[src/rtl/drive_sequencer.sv]
// Two-wheel drive sequencer: debounces tracker decisions, runs the idle/run/search/halt
// mode FSM and produces soft-start, direction-safe PWM for each wheel (index 0 left, 1 right).
module drive_sequencer #(
  parameter int unsigned PWM_BITS      = 8,
  parameter int unsigned DUTY_FAST     = 200,
  parameter int unsigned DUTY_SLOW     = 100,
  parameter int unsigned RAMP_STEP     = 4,
  parameter int unsigned STABLE_CYCLES = 4,
  parameter int unsigned SEARCH_W      = 20,
  parameter int unsigned SEARCH_CYCLES = 500000
) (
  input  logic       clk,
  input  logic       reset,
  input  logic [1:0] track_state,
  input  logic       start,
  input  logic       obstacle,
  output logic       left_pwm,
  output logic       right_pwm,
  output logic       left_dir,
  output logic       right_dir,
  output logic [1:0] mode
);

  typedef enum logic [1:0] {StIdle = 2'b00, StRun = 2'b01, StSearch = 2'b10, StHalt = 2'b11} mode_e;

  localparam int unsigned StabW = $clog2(STABLE_CYCLES + 1);
  localparam logic [StabW-1:0]    StabMax    = StabW'(STABLE_CYCLES - 1);
  localparam logic [SEARCH_W-1:0] SearchLast = SEARCH_W'(SEARCH_CYCLES - 1);
  localparam logic [PWM_BITS-1:0] DutyFast   = PWM_BITS'(DUTY_FAST);
  localparam logic [PWM_BITS-1:0] DutySlow   = PWM_BITS'(DUTY_SLOW);
  localparam logic [PWM_BITS:0]   RampStep   = (PWM_BITS + 1)'(RAMP_STEP);

  mode_e                mode_q, mode_d;
  logic [1:0]           raw_q, cmd_q, cmd_d, last_turn_q, last_turn_d, search_dir_q, search_dir_d;
  logic [StabW-1:0]     stab_q, stab_d;
  logic [SEARCH_W-1:0]  search_cnt_q, search_cnt_d;
  logic [PWM_BITS-1:0]  pwm_cnt_q;
  logic [1:0][PWM_BITS-1:0] duty_q, duty_d, tgt_duty, eff;
  logic [1:0][PWM_BITS:0]   sum;
  logic [1:0]           dir_q, dir_d, tgt_dir, pwm_q, pwm_d;
  logic                 wrap;

  assign wrap = &pwm_cnt_q;

  // stab_q counts edges raw_q has held its value; saturates so cmd tracks a steady input.
  always_comb begin
    stab_d      = '0;
    if (track_state == raw_q) stab_d = (stab_q == StabMax) ? stab_q : stab_q + 1'b1;
    cmd_d       = (stab_q == StabMax) ? raw_q : cmd_q;
    last_turn_d = (cmd_d == 2'b01 || cmd_d == 2'b10) ? cmd_d : last_turn_q;
  end

  always_comb begin
    mode_d       = mode_q;
    search_cnt_d = search_cnt_q;
    search_dir_d = search_dir_q;
    unique case (mode_q)
      StIdle, StHalt: if (start) mode_d = StRun;
      StRun: begin
        if (cmd_q == 2'b00) begin
          mode_d       = StSearch;
          search_cnt_d = '0;
          search_dir_d = last_turn_q;
        end
      end
      StSearch: begin
        if (cmd_q != 2'b00)              mode_d = StRun;
        else if (search_cnt_q == SearchLast) mode_d = StHalt;
        else                             search_cnt_d = search_cnt_q + 1'b1;
      end
      default: mode_d = StIdle;
    endcase
  end

  always_comb begin
    tgt_duty = '0;
    tgt_dir  = dir_q;
    case (mode_q)
      StRun: begin
        unique case (cmd_q)
          2'b11: begin tgt_duty = {DutyFast, DutyFast}; tgt_dir = 2'b11; end
          2'b01: begin tgt_duty = {DutyFast, DutySlow}; tgt_dir = 2'b11; end
          2'b10: begin tgt_duty = {DutySlow, DutyFast}; tgt_dir = 2'b11; end
          // Lasts one cycle on the way into search; hold so the wheels don't dip.
          default: tgt_duty = duty_q;
        endcase
      end
      StSearch: begin
        tgt_duty = {DutySlow, DutySlow};
        tgt_dir  = (search_dir_q == 2'b01) ? 2'b10 : 2'b01;
      end
      default: ;
    endcase
  end

  always_comb begin
    eff   = '0;
    sum   = '0;
    duty_d = duty_q;
    dir_d  = dir_q;
    pwm_d  = '0;
    for (int i = 0; i < 2; i++) begin
      // A pending reversal forces the wheel to zero before dir is allowed to flip.
      eff[i] = (tgt_dir[i] != dir_q[i] || obstacle) ? '0 : tgt_duty[i];
      sum[i] = {1'b0, duty_q[i]} + RampStep;
      if (eff[i] < duty_q[i]) begin
        duty_d[i] = eff[i];
      end else if (wrap && eff[i] > duty_q[i]) begin
        duty_d[i] = (sum[i] > {1'b0, eff[i]}) ? eff[i] : sum[i][PWM_BITS-1:0];
      end
      if (wrap && tgt_dir[i] != dir_q[i] && duty_q[i] == '0) dir_d[i] = tgt_dir[i];
      pwm_d[i] = (pwm_cnt_q < duty_q[i]);
    end
  end

  always_ff @(posedge clk or negedge reset) begin
    if (!reset) begin
      mode_q       <= StIdle;
      raw_q        <= 2'b00;
      cmd_q        <= 2'b00;
      stab_q       <= '0;
      last_turn_q  <= 2'b01;
      search_dir_q <= 2'b01;
      search_cnt_q <= '0;
      pwm_cnt_q    <= '0;
      duty_q       <= '0;
      dir_q        <= 2'b11;
      pwm_q        <= '0;
    end else begin
      mode_q       <= mode_d;
      raw_q        <= track_state;
      cmd_q        <= cmd_d;
      stab_q       <= stab_d;
      last_turn_q  <= last_turn_d;
      search_dir_q <= search_dir_d;
      search_cnt_q <= search_cnt_d;
      pwm_cnt_q    <= pwm_cnt_q + 1'b1;
      duty_q       <= duty_d;
      dir_q        <= dir_d;
      pwm_q        <= pwm_d;
    end
  end

  assign left_pwm  = pwm_q[0];
  assign right_pwm = pwm_q[1];
  assign left_dir  = dir_q[0];
  assign right_dir = dir_q[1];
  assign mode      = mode_q;

endmodule

[config.mk]
export PLATFORM = sky130hd
export DESIGN_NAME = drive_sequencer
export DESIGN_NICKNAME = d
export VERILOG_FILES = /design/src/rtl/drive_sequencer.sv
export SDC_FILE = /design/constraint.sdc
export NUM_CORES = 1
export LEC_CHECK = 0
export BUFFER_PORTS_ARGS = -buffer_cell sky130_fd_sc_hd__buf_2
export CORE_ASPECT_RATIO = 1.75
export CORE_MARGIN = 5
export CORE_UTILIZATION = 60
export CTS_CLUSTER_SIZE = 24
export DETAILED_ROUTE_END_ITERATION = 7
export GPL_TIMING_DRIVEN = 1
export HOLD_SLACK_MARGIN = 0.02
export MAX_ROUTING_LAYER = met4
export PLACE_DENSITY = 0.79
export SYNTH_ARGS = -nofsm -noshare
export SYNTH_HDL_FRONTEND = slang
export SYNTH_SLANG_ARGS = --single-unit
[constraint.sdc]
create_clock -name clk -period 3.9 [get_ports clk]
set_input_delay 0.195 -clock clk [delete_from_list [all_inputs] [get_ports clk]]
set_output_delay 0.195 -clock clk [all_outputs]
set_load 0.03 [all_outputs]
After elaboration in Yosys (flattened, before gate mapping). Index checks and enable logic that the tools add are counted.

Add/subtract/negate cells: 5. Order comparisons: 8. Eq/ne operators: 20. Mux-type cells: 25. Reductions and logical operators: 23.

Operators by type and width (count): $mux 8 (8); $mux 20 (3); $pmux 16 s3 (1); $pmux 20 s2 (1); $lt 8x8->1 (4); $pmux 16 s2 (1); $add 20x1->20 const B (1); $eq 20x19->1 const B (1); $add 8x3->9 const B (2); $gt 9x8->1 (2); $gt 8x8->1 (2); $logic_not 8->1 (2); $mux 2 (7); $eq 2x2->1 const B (5); $ne 2x2->1 const B (5); $add 8x1->8 const B (1); $eq 2x1->1 const B (4); $reduce_and 8->1 (1); $reduce_bool 2->1 (4); $logic_and 1x1->1 (6); $mux 3 (2); $pmux 2 s3 (1); $logic_not 2->1 (2); $pmux 2 s2 (1); 11 further kinds (14).

Flip-flop bits (word level): 61. Output and inout bits: 6. Word-level logic and storage cells: 94.

Logic depth before layout (Yosys ltp). Gate-level depths: netlist of the first run.

Word-level depth: 11. Mapped depth: 17. Depth with buffers taken out: 15.

Worst setup path after synthesis of the first run. Ideal clock, no wire load.

Path type: register to register. Start: register mode_q[0] (netlist: mode[0]). End: register duty_q[12] (netlist bit). Arrival time: 3.322 ns. Slack: 0.452 ns. Stages on the path, launching flop included: 16. Buffers on the path: 1. Period minus slack after synthesis: 3.448 ns. Cells stage by stage: dfrtp_1 > inv_1 > ha_1 > nor4bb_1 > o21ai_0 > a21boi_2 > and2b_1 > nand2_1 > ha_1 > a211o_1 > o211ai_1 > a31oi_1 > a211oi_1 > buf_4 > nor3b_1 > a221o_1.

Word-level cells in the longest chain between the ends: 9. Elaborated cells on any way between the ends: 15.

Ends and longest elaborated chain: start, declared (RTL line 33) `mode_e mode_q, mode_d;`; start signal, assigned (RTL line 118) `mode_q <= StIdle;`; start signal, assigned (RTL line 130) `mode_q <= mode_d;`; $eq 2x2->1 / $eq 2x1->1 (equally long branches) (RTL line 78) `case (mode_q)`; $pmux 2 s2 (RTL line 78); $ne 1x1->1 (RTL line 104) `eff[i] = (tgt_dir[i] != dir_q[i] || obstacle) ? '0 : tgt_duty[i];`; $logic_or 1x1->1 (RTL line 104); $mux 8 (*) (RTL line 104); $gt 9x8->1 (RTL line 109) `duty_d[i] = (sum[i] > {1'b0, eff[i]}) ? eff[i] : sum[i][PWM_BITS-1:0];`; $mux 8 (RTL line 109); $mux 8 (RTL line 108) `end else if (wrap && eff[i] > duty_q[i]) begin`; $mux 8 (RTL line 106) `if (eff[i] < duty_q[i]) begin`; end signal, assigned (RTL line 138) `duty_q <= duty_d;`; end, declared (RTL line 38) `logic [1:0][PWM_BITS-1:0] duty_q, duty_d, tgt_duty, eff;`.

Every way passes the cells marked *; elsewhere a longest branch is shown, timed or not. The select of a mux whose other input is x is not followed. A chain may end at the register's enable or synchronous reset.

Worst setup path after layout of the first run.
Start: register mode_q[0] (netlist: mode[0]). End: register duty_q[6] (netlist bit).

The elaborated chain is that of the path after synthesis.

==> reports/metrics.yaml, run 1 <==
status:
  status: "completed"
final_layout:
  final_common_cell: "nor2_1"
  final_cell_mix: "nor2_1, ha_1, dfrtp_1, inv_1, o21ai_0"
  drive_gt1_frac: 0.09040
  diodes: 0
  nets: 590
  post-route-util: 0.6864
  areaGrowthSynthToFinish_pct: 10.90
synth:
  syn_inst: 507
  synth_top_area_cell: "dfrtp_1"
  syn_avg_cell_area_um2: 8.830
  synth_xor_area_frac: 0.06456
  synthAdderAreaFrac: 0.1593
  ys_ff_latch: 61
  synth_compound_area_frac: 0.1593
  synth_top_area_frac: 0.3186
  synthMuxAreaShare: 0.02124
  async_flop_share: 1.000
  ys_types: 60
  synth-simple-area-share: 0.2026
  synth.area.top_cells: "dfrtp_1, ha_1, nor2_1, xor2_1, inv_1"
  synthFlopType: "dfrtp_1"
  seq_area_frac_synth: 0.3421
  synth_area_um2: 4477
  synth_edf_count: 0
  synth_top_family_by_area: "simple AND/OR/NAND/NOR gates"
  synth_nets: 570
  yosys_warnings: 0
sta:
  period_needed_ns: 3.758
  period_share: 0.9635
  slew_violations: 0
  finalHoldViolCount: 0
  setup_viol: 0
  slew_headroom: 0.4826
  worst_pin_slew_ns: 0.7761
  fin_worst_skew_ns: 0.005385
  max_freq_mhz: 266.1
  hold_ws_ns: 0.01843
die:
  io_pins: 12
  initial_utilization: 0.6189
  core_area_um2: 7233
  die_area_um2: 9357
  placementRows: 41
  fp.dieH_um: 124.3
  fp.dieW_um: 75.30
setup_path:
  critPathArrivalTime_ns: 3.97
  start_kind: "register"
  crit_path_start: "mode[0]$_DFFE_PN0P_"
  critPathMaxFanout: 11
  r2r_start: "mode[0]$_DFFE_PN0P_"
  endpoint_kind: "register"
  path_class: "register to register"
  cp.required_ns: 4.11
drt:
  drt_iter0_markers: 222
  wl_per_cell_um: 17.57
  vias_per_cell: 6.295
  drtPass1Iterations: 8
  drc: 0
  routed-via-count: 3884
  routed_wl_mm: 10.84
  drtAntennaViolNets: 0
grt:
  grt_usage: 0.2529
  antenna_found_initial: 0
  grt-ovfl-total: 0
  grt_pass1_wl_mm: 18.01
  first_global_vias: 3821
  grt_max_degree: 62
clock_tree:
  cts_num_sinks: 61
  clock_latency_ns: 0.33
  postCtsSetupBuffers: 0
  cts-root-buf: "clkbuf_16"
  clockBufferDepth: 2
  htreeDepth: 3
  cts.clk_slew.worst_paths_ns: 0.05
  cts_tree: "yes"
  cts_buffers: 9
place:
  hpwl_mm: 8.011
  io_buffer_count: 11
  place.gp.congestion: 0.9911
power_and_ir_drop:
  power_density_nw_per_um2: 739.2
  leakage_nw: 2.349
  vdd_drop_max_mv: 0.4363
run:
  cap_violations: 0
hold_path:
  hold_path.class: "input pin to async pin"
==> state kept, by name, indices dropped and copies added (netlist names) <==
name,flops
cmd_q,2
dir_q,2
duty_q,16
last_turn_q,2
mode,2
pwm_cnt_q,8
pwm_q,2
raw_q,2
search_cnt_q,20
search_dir_q,2
stab_q,3
==> critical path, stage by stage, from the launching register on <==
cell and delay [ns]:
dfrtp_1 0.42, inv_1 0.07, ha_1 0.42, nor2b_2 0.24, a21oi_1 0.11, o211ai_1 0.27, o21bai_1 0.24, inv_1 0.11
ha_1 0.31, nand4_1 0.14, nor4b_1 0.35, o32a_1 0.24, nand2_2 0.16, and4_1 0.23, a311o_1 0.31
==> final timing paths <==
| check | end | slack [ns] | cells past startpoint |
|---|---|---|---|
| max | duty_q[6]$_DFFE_PN0P_ | 0.14 | 14 |
| min | pwm_cnt_q[6]$_DFF_PN0_ | 0.02 | 2 |
| max reg2reg | duty_q[6]$_DFFE_PN0P_ | 0.14 | 14 |
| min reg2reg | stab_q[2]$_DFFE_PN0P_ | 0.51 | 2 |
| max in group asynchronous | duty_q[15]$_DFFE_PN0P_ | 3.36 | 2 |
| min in group clk | mode[0]$_DFFE_PN0P_ | 0.37 | 5 |
==> report_power, final <==
group	internal [mW]	switching (mW)	leakage, nW
registers	0.751	0.117	0.796
logic	0.756	1.26	1.41
clock network	0.509	0.279	0.139
==> per-stage QoR <==
stage          instance area (um2)  cells  setup TNS [ns]  total power [mW]  worst slack [ns]
6_report                      4965    617               0             3.670            0.1425
3_5_place_dp                  4634    600               0             2.809            0.1860
5_1_grt                       4965    617        -0.08855             3.922          -0.02435
3_3_place_gp                  4634    600               0             2.768            0.3257
2_1_floorplan                 4477    507               0             2.340            0.4517
4_1_cts                       4947    617               0             3.618            0.1653
==> cell type report <==
cell class,instances,area (um2)
sequential,61,1531
timing repair buffer,20,127.6
tap,86,107.6
clock buffer,12,246.5
fill,557,2268
multi-input combinational,391,2740
clock inverter,3,46.29
inverter,44,165.2
==> synth_stat cells (3+ instances only) <==
cell      number
and4_1         4
a31oi_1        5
o21bai_1       3
xnor2_1       13
nor4_1         3
dfstp_2        4
o21ai_0       33
and3_1         9
nor3_1        12
inv_1         44
nand2b_1       6
o211ai_1       9
a211o_1        3
ha_1          57
o21a_1         4
nand3_1       15
mux2i_1        5
clkbuf_1       3
a21oi_1       25
mux2_2         4
nand2_1       32
xor2_1        20
nor2b_1        9
a211oi_1       4
nor2_1        59
buf_2          5
dfrtp_1       57
nand4_1       17
==> kinds of logic (layout without fill, tap and decap cells) <==
logic type | count (synthesis) | after routing
fa+ha+maj | 57 | 57
simple gates | 181 | 181
xor+xnor | 33 | 33
mux | 9 | 9
compound gates | 111 | 111
flops | 61 | 61
buf+inv | 55 | 79
==> what timing repair did <==
action	CTS	global route
endpoints found under the setup margin	0	9
resized for setup	0	3
endpoints found under the hold margin	2	0
hold buffers	2	0
==> metal layers <==
layer / GRT usage / routed length [um]
met5: - / 0
met4: 0.1133 / 361
met1: 0.2882 / 4212
met3: 0.05170 / 389
met2: 0.4142 / 5875
No activity file was read; power rests on OpenSTA's default activity.
==> run 2, diff against run 1 <==
==> config.mk (replaced) <==
export PLATFORM = sky130hd
export DESIGN_NAME = drive_sequencer
export DESIGN_NICKNAME = d
export VERILOG_FILES = /design/src/rtl/drive_sequencer.sv
export SDC_FILE = /design/constraint.sdc
export NUM_CORES = 1
export LEC_CHECK = 0
export ABC_AREA = 1
export CORE_ASPECT_RATIO = 1.75
export CORE_MARGIN = 5
export CORE_UTILIZATION = 60
export CTS_CLUSTER_SIZE = 24
export DETAILED_ROUTE_END_ITERATION = 7
export DONT_BUFFER_PORTS = 1
export GPL_TIMING_DRIVEN = 1
export HOLD_SLACK_MARGIN = 0.02
export MAX_ROUTING_LAYER = met4
export PLACE_DENSITY = 0.78
export SLEW_MARGIN = 20
export SYNTH_ARGS = -nofsm -noshare
export SYNTH_HDL_FRONTEND = slang
export SYNTH_SLANG_ARGS = --single-unit
==> reports/metrics.yaml, run 2 <==
final_layout:
  diodes: 0  # unchanged
  final_cell_mix: "nand2_1, inv_1, nand3_1, ha_1, dfrtp_1"
  reg_top3: "search_cnt_q x20, duty_q x16, pwm_cnt_q x8"
  largest_register_ffs: 20  # unchanged
  fill_cells: 699  # +25%
  areaGrowthSynthToFinish_pct: 8.888
  post-route-util: 0.6648  # -0.02162
  largest_register: "search_cnt_q"
  drive_gt1_frac: 0.05916  # -0.03123
  final_common_cell: "nand2_1"
  ff_latch_area_um2: 1531  # unchanged
  nets: 751  # +27%
  multi_input_area_um2: 2872  # +4.8%
power_and_ir_drop:
  vdd_drop_max_mv: 0.8174  # +87%
  power_mw: 3.720  # +1.4%
  power_density_nw_per_um2: 707.5  # -4.3%
  leakage_nw: 2.798  # +19%
clock_tree:
  cts_num_sinks: 61  # unchanged
  cts_buffers: 9  # unchanged
  cts_tree: "yes"
  clockBufferDepth: 2  # unchanged
  clock_latency_ns: 0.34  # about the same
  cts.clk_slew.worst_paths_ns: 0.05  # about the same
  cts-root-buf: "clkbuf_16"
  htreeDepth: 3  # unchanged
synth:
  synth_top_area_frac: 0.2954  # -0.02320
  syn_avg_cell_area_um2: 7.164  # -19%
  seq_area_frac_synth: 0.3172  # -0.02491
  synthTopCellsByCount: "nand2_1, inv_1, nand3_1"
  synth_area_um2: 4828  # +7.9%
  ys_types: 36  # -40%
  synth_nets: 737  # +29%
  synthAdderAreaFrac: 0.1477  # -0.01160
  synth_top_area_cell: "dfrtp_1"
  ys_ff_latch: 61  # unchanged
  synthFlopType: "dfrtp_1"
  synth_edf_count: 0  # unchanged
  synth_top_family_by_area: "simple AND/OR/NAND/NOR gates"
  synth_xor_area_frac: 0.04898  # -0.01558
  async_flop_share: 1.000  # unchanged
  synth.most_common_cell: "nand2_1"
  synthMuxAreaShare: 0  # -0.02124
  yosys_warnings: 0  # unchanged
  synth_compound_area_frac: 0.09510  # -0.06420
  synth-simple-area-share: 0.3019  # +0.09926
  syn_inst: 674  # +33%
  synth.area.top_cells: "dfrtp_1, nand2_1, ha_1, inv_1, nand3_1"
setup_path:
  slowest_delay_ns: 0.58  # +0.16 ns
  critPathBufInv: 2  # unchanged
  critPathArrivalTime_ns: 3.69  # -0.28 ns
  rrSetupSlack_ns: 0.42  # +0.28 ns
  cpMostUsedCell: "nand2_1"
  cpMaxStageDelayCell: "dfrtp_1"
  path_class: "register to register"
  cp.required_ns: 4.11  # about the same
  critPathMaxFanout: 7  # -4
  start_kind: "register"
  cp_top_family: "simple AND/OR/NAND/NOR gates"
  cp_cell_sequence: "ha_1, inv_1, nor2_1, inv_1, nor2_2, nand3_1, ha_1, nand2_1, nor2_1, nand2_1, nand2_1, nand2_1, nand2_1, nand2_1, nand2_1, nand2_1, nand2_1, nand2_1, nand2_1, nand2_1"
  endpoint_kind: "register"
hold_path:
  hold_path.class: "input pin to register"
die:
  initial_utilization: 0.6105  # -0.008419
  placementRows: 43  # +4.9%
  fp.dieH_um: 128.7  # +3.5%
  die_area_um2: 10010  # +7.0%
  core_area_um2: 7909  # +9.3%
  fp.dieW_um: 77.81  # +3.3%
  io_pins: 12  # unchanged
status:
  status: "completed"
place:
  place.gp.congestion: 0.9915  # about the same
  hpwl_mm: 9.490  # +18%
  io_buffer_count: 0  # -11
sta:
  finalHoldViolCount: 0  # unchanged
  rsz0062_at_grt: "no"
  worst_pin_slew_ns: 0.4971  # -0.2790 ns
  period_needed_ns: 3.476  # -0.2811 ns
  setup_tns_ns: 0  # unchanged
  period_share: 0.8914  # -0.07209
  max_freq_mhz: 287.7  # +8.1%
  setup_viol: 0  # unchanged
  slew_headroom: 0.6674  # +0.1848
  hold_ws_ns: 0.07822  # +0.05979 ns
  fin_worst_skew_ns: 0.006793  # +0.001408 ns
  slew_violations: 0  # unchanged
drt:
  routed-via-count: 4492  # +16%
  vias_per_cell: 5.737  # -8.9%
  drtPass1Iterations: 5  # -3
  routed_wl_mm: 12.41  # +15%
  drtAntennaViolNets: 0  # unchanged
  wl_per_cell_um: 15.85  # -9.8%
  drc: 0  # unchanged
  drt_iter0_markers: 231  # +4.1%
grt:
  antenna_found_initial: 0  # unchanged
  use_met1: 0.2634  # -0.02479
  gr-usage-met2: 0.4810  # +0.06688
  grt_max_degree: 62  # unchanged
  first_global_vias: 4598  # +20%
  top_usage_layer: "met2"
  grt_usage: 0.2713  # +0.01837
  grt-ovfl-total: 0  # unchanged
  grt_pass1_wl_mm: 21.00  # +17%
  use_met3: 0.05042  # -0.001276
run:
  cap_violations: 0  # unchanged
## run 2: changes by cell type after synthesis, moves of 6 or more
cell      delta
a21oi_1     +10
and3_1       -9
inv_1       +52
nand2_1    +166
nand2b_1     -6
nand3_1     +48
nor2_1      -12
nor2b_1      -9
o21ai_0      -7
xnor2_1      -7
## run 2: timing repair
item | CTS | global route
setup endpoints to repair | 0 | 16
endpoints found under the hold margin | 63 | 0
gates resized for setup | 0 | 2
hold buffers | 4 | 0
setup buffers | 0 | 2
## run 2: path summary, 6_finish.rpt
check | cells past startpoint | from | end
setup / recovery | 20 | mode[0]$_DFFE_PN0P_ | duty_q[1]$_DFFE_PN0P_
hold / removal | 3 | track_state[1] | stab_q[2]$_DFFE_PN0P_
setup reg to reg | 20 | mode[0]$_DFFE_PN0P_ | duty_q[1]$_DFFE_PN0P_
hold reg to reg | 2 | search_dir_q[0]$_DFFE_PN1P_ | search_dir_q[0]$_DFFE_PN1P_
max in group asynchronous | 2 | reset | dir_q[1]$_DFFE_PN1P_
min in group asynchronous | 2 | reset | search_cnt_q[11]$_DFFE_PN0P_
## run 2: metal layers
layer,up-vias,part of all wire
met5,-,0
met4,0,0.056
met3,57,0.033
met2,100,0.55
met1,2126,0.36
li1,2209,-
## run 2: per-stage QoR
step | instances | instance area [um2] | worst slack, ns
2_1_floorplan | 674 | 4828 | 0.8070
3_3_place_gp | 761 | 4920 | 0.3813
3_5_place_dp | 761 | 4920 | 0.2934
4_1_cts | 781 | 5238 | 0.2699
5_1_grt | 783 | 5258 | 0.07476
6_report | 783 | 5258 | 0.4236
## run 2: layout make-up
cell class	instances	share of cell area
Multi-Input combinational cell	507	0.5462
Inverter	97	0.06925
Timing Repair Buffer	12	0.02237
Sequential cell	61	0.2913
Clock inverter	5	0.005236
Clock buffer	11	0.04426
Tap cell	90	0.02142
## run 2: cells by family after synthesis
group,after synthesis
flip-flops,61
adder cells (fa/ha/maj),57
buffers and inverters,106
AND/OR/NAND/NOR,343
AO/OA/AOI/OAI,80
XOR/XNOR,27
## run 2: worst reg2reg max path, cell delays in order, from the launching register on
cell and delay [ns]:
dfrtp_1 0.58, ha_1 0.35, inv_1 0.15, nor2_1 0.23, inv_1 0.11, nor2_2 0.25
nand3_1 0.21, ha_1 0.38, nand2_1 0.06, nor2_1 0.10, nand2_1 0.05, nand2_1 0.05
nand2_1 0.04, nand2_1 0.05, nand2_1 0.05, nand2_1 0.05, nand2_1 0.15, nand2_1 0.23
nand2_1 0.13, nand2_1 0.08, nand2_1 0.06
## run 2: where the power goes
part	internal, mW	total [mW]	leakage, nW	switching (mW)
registers	0.753	0.896	0.794	0.143
logic	0.671	2.12	1.87	1.44
clock network	0.425	0.708	0.129	0.283
==> run 3, diff against run 2 <==
--- a/config.mk
+++ b/config.mk
@@ -6,14 +6,14 @@
 export NUM_CORES = 1
 export LEC_CHECK = 0
 export ABC_AREA = 1
-export CORE_ASPECT_RATIO = 1.75
+export CORE_ASPECT_RATIO = 0.75
 export CORE_MARGIN = 5
 export CORE_UTILIZATION = 60
 export CTS_CLUSTER_SIZE = 24
 export DETAILED_ROUTE_END_ITERATION = 7
 export DONT_BUFFER_PORTS = 1
 export GPL_TIMING_DRIVEN = 1
-export HOLD_SLACK_MARGIN = 0.02
+export HOLD_SLACK_MARGIN = 0.08
 export MAX_ROUTING_LAYER = met4
 export PLACE_DENSITY = 0.78
 export SLEW_MARGIN = 20
==> reports/metrics.yaml, run 3 (synthesized netlist as in run 2, its figures left out) <==
status:
  status: "completed"
place:
  place.gp.congestion: 0.9347  # -5.7%
  io_buffer_count: 0  # unchanged
  hpwl_mm: 8.342  # -12%
setup_path:
  cpMostUsedCell: "nand2_1"
  path_class: "register to register"
  critPathMaxFanout: 12  # +5
  endpoint_kind: "register"
  critPathArrivalTime_ns: 3.85  # +0.16 ns
  cp.required_ns: 4.19  # +0.08 ns
  start_kind: "register"
  slowest_delay_ns: 0.54  # -0.04 ns
  cp_cell_sequence: "ha_2, inv_1, nand4_1, nand2_1, nor2_1, buf_4, nand3_1, inv_1, ha_1, a21oi_1, o21ai_0, nand2_1, a21oi_1, nand2_1, nand2_1, nand2_1, nand2_1"
  cpMaxStageDelayCell: "ha_2"
power_and_ir_drop:
  leakage_nw: 2.768  # -1.1%
  p_clk_frac: 0.185  # -0.005
  p_sw_mw: 1.837  # -1.8%
  vdd_drop_max_mv: 0.4507  # -45%
  swShare: 0.5111  # +0.008156
  internal_power_mw: 1.758  # -4.9%
  power_density_nw_per_um2: 687.7  # -2.8%
  seqPwrFrac: 0.248  # +0.007
  power_frac_comb: 0.567  # -0.002
clock_tree:
  cts_buffers: 9  # unchanged
  clockBufferDepth: 2  # unchanged
  cts_tree: "yes"
  cts.clk_slew.worst_paths_ns: 0.08  # +0.03 ns
  htreeDepth: 3  # unchanged
  clock_latency_ns: 0.36  # +0.02 ns
  cts-root-buf: "clkbuf_8"
  postCtsSetupBuffers: 0  # unchanged
  cts_num_sinks: 61  # unchanged
die:
  placementRows: 28  # -35%
  fp.dieH_um: 87.69  # -32%
  fp.dieW_um: 113.6  # +46%
  core_area_um2: 7883  # -0.33%
  io_pins: 12  # unchanged
  initial_utilization: 0.6125  # +0.002035
  die_area_um2: 9960  # -0.51%
sta:
  slew_violations: 0  # unchanged
  setup_tns_ns: 0  # unchanged
  worst_pin_slew_ns: 0.6770  # +0.1799 ns
  finalHoldViolCount: 0  # unchanged
  max_freq_mhz: 280.9  # -2.4%
  fin_worst_skew_ns: 0.009308  # +0.002515 ns
  setup_viol: 0  # unchanged
  hold_ws_ns: 0.1224  # +0.04415 ns
  period_share: 0.9129  # +0.02152
  rsz0062_at_grt: "no"
  slew_headroom: 0.5476  # -0.1197
  period_needed_ns: 3.560  # +0.08393 ns
final_layout:
  drive_gt1_frac: 0.05933  # +0.0001712
  nets: 749  # -0.27%
  largest_register_ffs: 20  # unchanged
  final_common_cell: "nand2_1"
  diodes: 0  # unchanged
  largest_register: "search_cnt_q"
  final_cell_mix: "nand2_1, inv_1, nand3_1, dfrtp_1, ha_1"
  areaGrowthSynthToFinish_pct: 8.266
  reg_top3: "search_cnt_q x20, duty_q x16, pwm_cnt_q x8"
drt:
  routed_wl_mm: 11.18  # -10%
  drtAntennaViolNets: 0  # unchanged
  vias_per_cell: 5.501  # -4.1%
  routed-via-count: 4379  # -2.5%
  drc: 0  # unchanged
  drt_iter0_markers: 316  # +37%
  wl_per_cell_um: 14.04  # -11%
  drtPass1Iterations: 5  # unchanged
grt:
  grt_pass1_wl_mm: 19.35  # -7.9%
  first_global_vias: 4055  # -12%
  grt_max_degree: 62  # unchanged
  antenna_found_initial: 0  # unchanged
  grt-ovfl-total: 0  # unchanged
  grt_usage: 0.2484  # -0.02284
run:
  cap_violations: 0  # unchanged
hold_path:
  hold_path.class: "input pin to register"
## run 3: cell count changes in the layout (fill, tap and decap cells not counted), sizes merged
cell	change
inv	+4
buf	-2
clkinv	-4
bufinv	+2
clkbuf	-2
## run 3: per-stage QoR
stage	instance area (um2)	power [mW]	util	worst slack [ns]	instances
finish	5228	3.595	0.6632	0.3397	796
global route	5228	3.963	0.6632	0.007953	796
CTS	5223	3.568	0.6625	0.3257	796
detailed placement	4938	2.867	0.6265	0.3536	776
global placement	4938	2.802	0.6265	0.4354	776
floorplan	4828	2.454	-	0.8070	674
## run 3: layout make-up
cell class                      instances  area [um2]
Clock buffer                            9       123.9
Clock inverter                          7       102.6
Fill cell                             690        2655
Inverter                               97       364.1
Multi-Input combinational cell        507        2872
Sequential cell                        61        1531
Tap cell                              105       131.4
Timing Repair Buffer                   10       102.6
## run 3: final timing paths
check                      cells past startpoint  slack (ns)                           end                  startpoint
setup / recovery                              17        0.34         duty_q[1]$_DFFE_PN0P_         mode[1]$_DFFE_PN0P_
hold / removal                                 3        0.12         duty_q[8]$_DFFE_PN0P_                    obstacle
setup reg to reg                              17        0.34         duty_q[1]$_DFFE_PN0P_         mode[1]$_DFFE_PN0P_
hold reg to reg                                2        0.48   search_dir_q[0]$_DFFE_PN1P_  last_turn_q[0]$_DFFE_PN1P_
max in group asynchronous                      2        3.23   search_dir_q[0]$_DFFE_PN1P_                       reset
min in group asynchronous                      2        0.36  search_cnt_q[11]$_DFFE_PN0P_                       reset
## run 3: worst max-delay path, delay by kind of cell, from the launching register on
family          cells  cell delay [ns]
flops               1             0.53
buf+inv             3             0.47
compound gates      3             0.59
fa+ha+maj           2             0.70
simple gates        9             1.19
## run 3: timing repair
item | in CTS | in global routing
hold endpoints to repair | 66 | 0
hold buffers | 4 | 0
endpoints found under the setup margin | 0 | 8
gates resized for setup | 0 | 2
## run 3: metal layers
| layer | share of wire | GRT usage | up-vias |
|---|---|---|---|
| met1 | 0.48 | 0.3457 | 2016 |
| met4 | 0.013 | 0.07751 | 0 |
| met3 | 0.070 | 0.04213 | 18 |
| met2 | 0.43 | 0.3715 | 136 |
| li1 | - | - | 2209 |
| met5 | 0 | - | - |
## run 3: power by group through the flow
stage | clock network, mW | registers [mW] | logic [mW]
floorplan | 0 | 0.866 | 1.59
global placement | 0 | 0.900 | 1.90
detailed placement | 0 | 0.903 | 1.96
CTS | 0.675 | 0.890 | 2.00
global route | 0.704 | 0.906 | 2.35
finish | 0.665 | 0.893 | 2.04
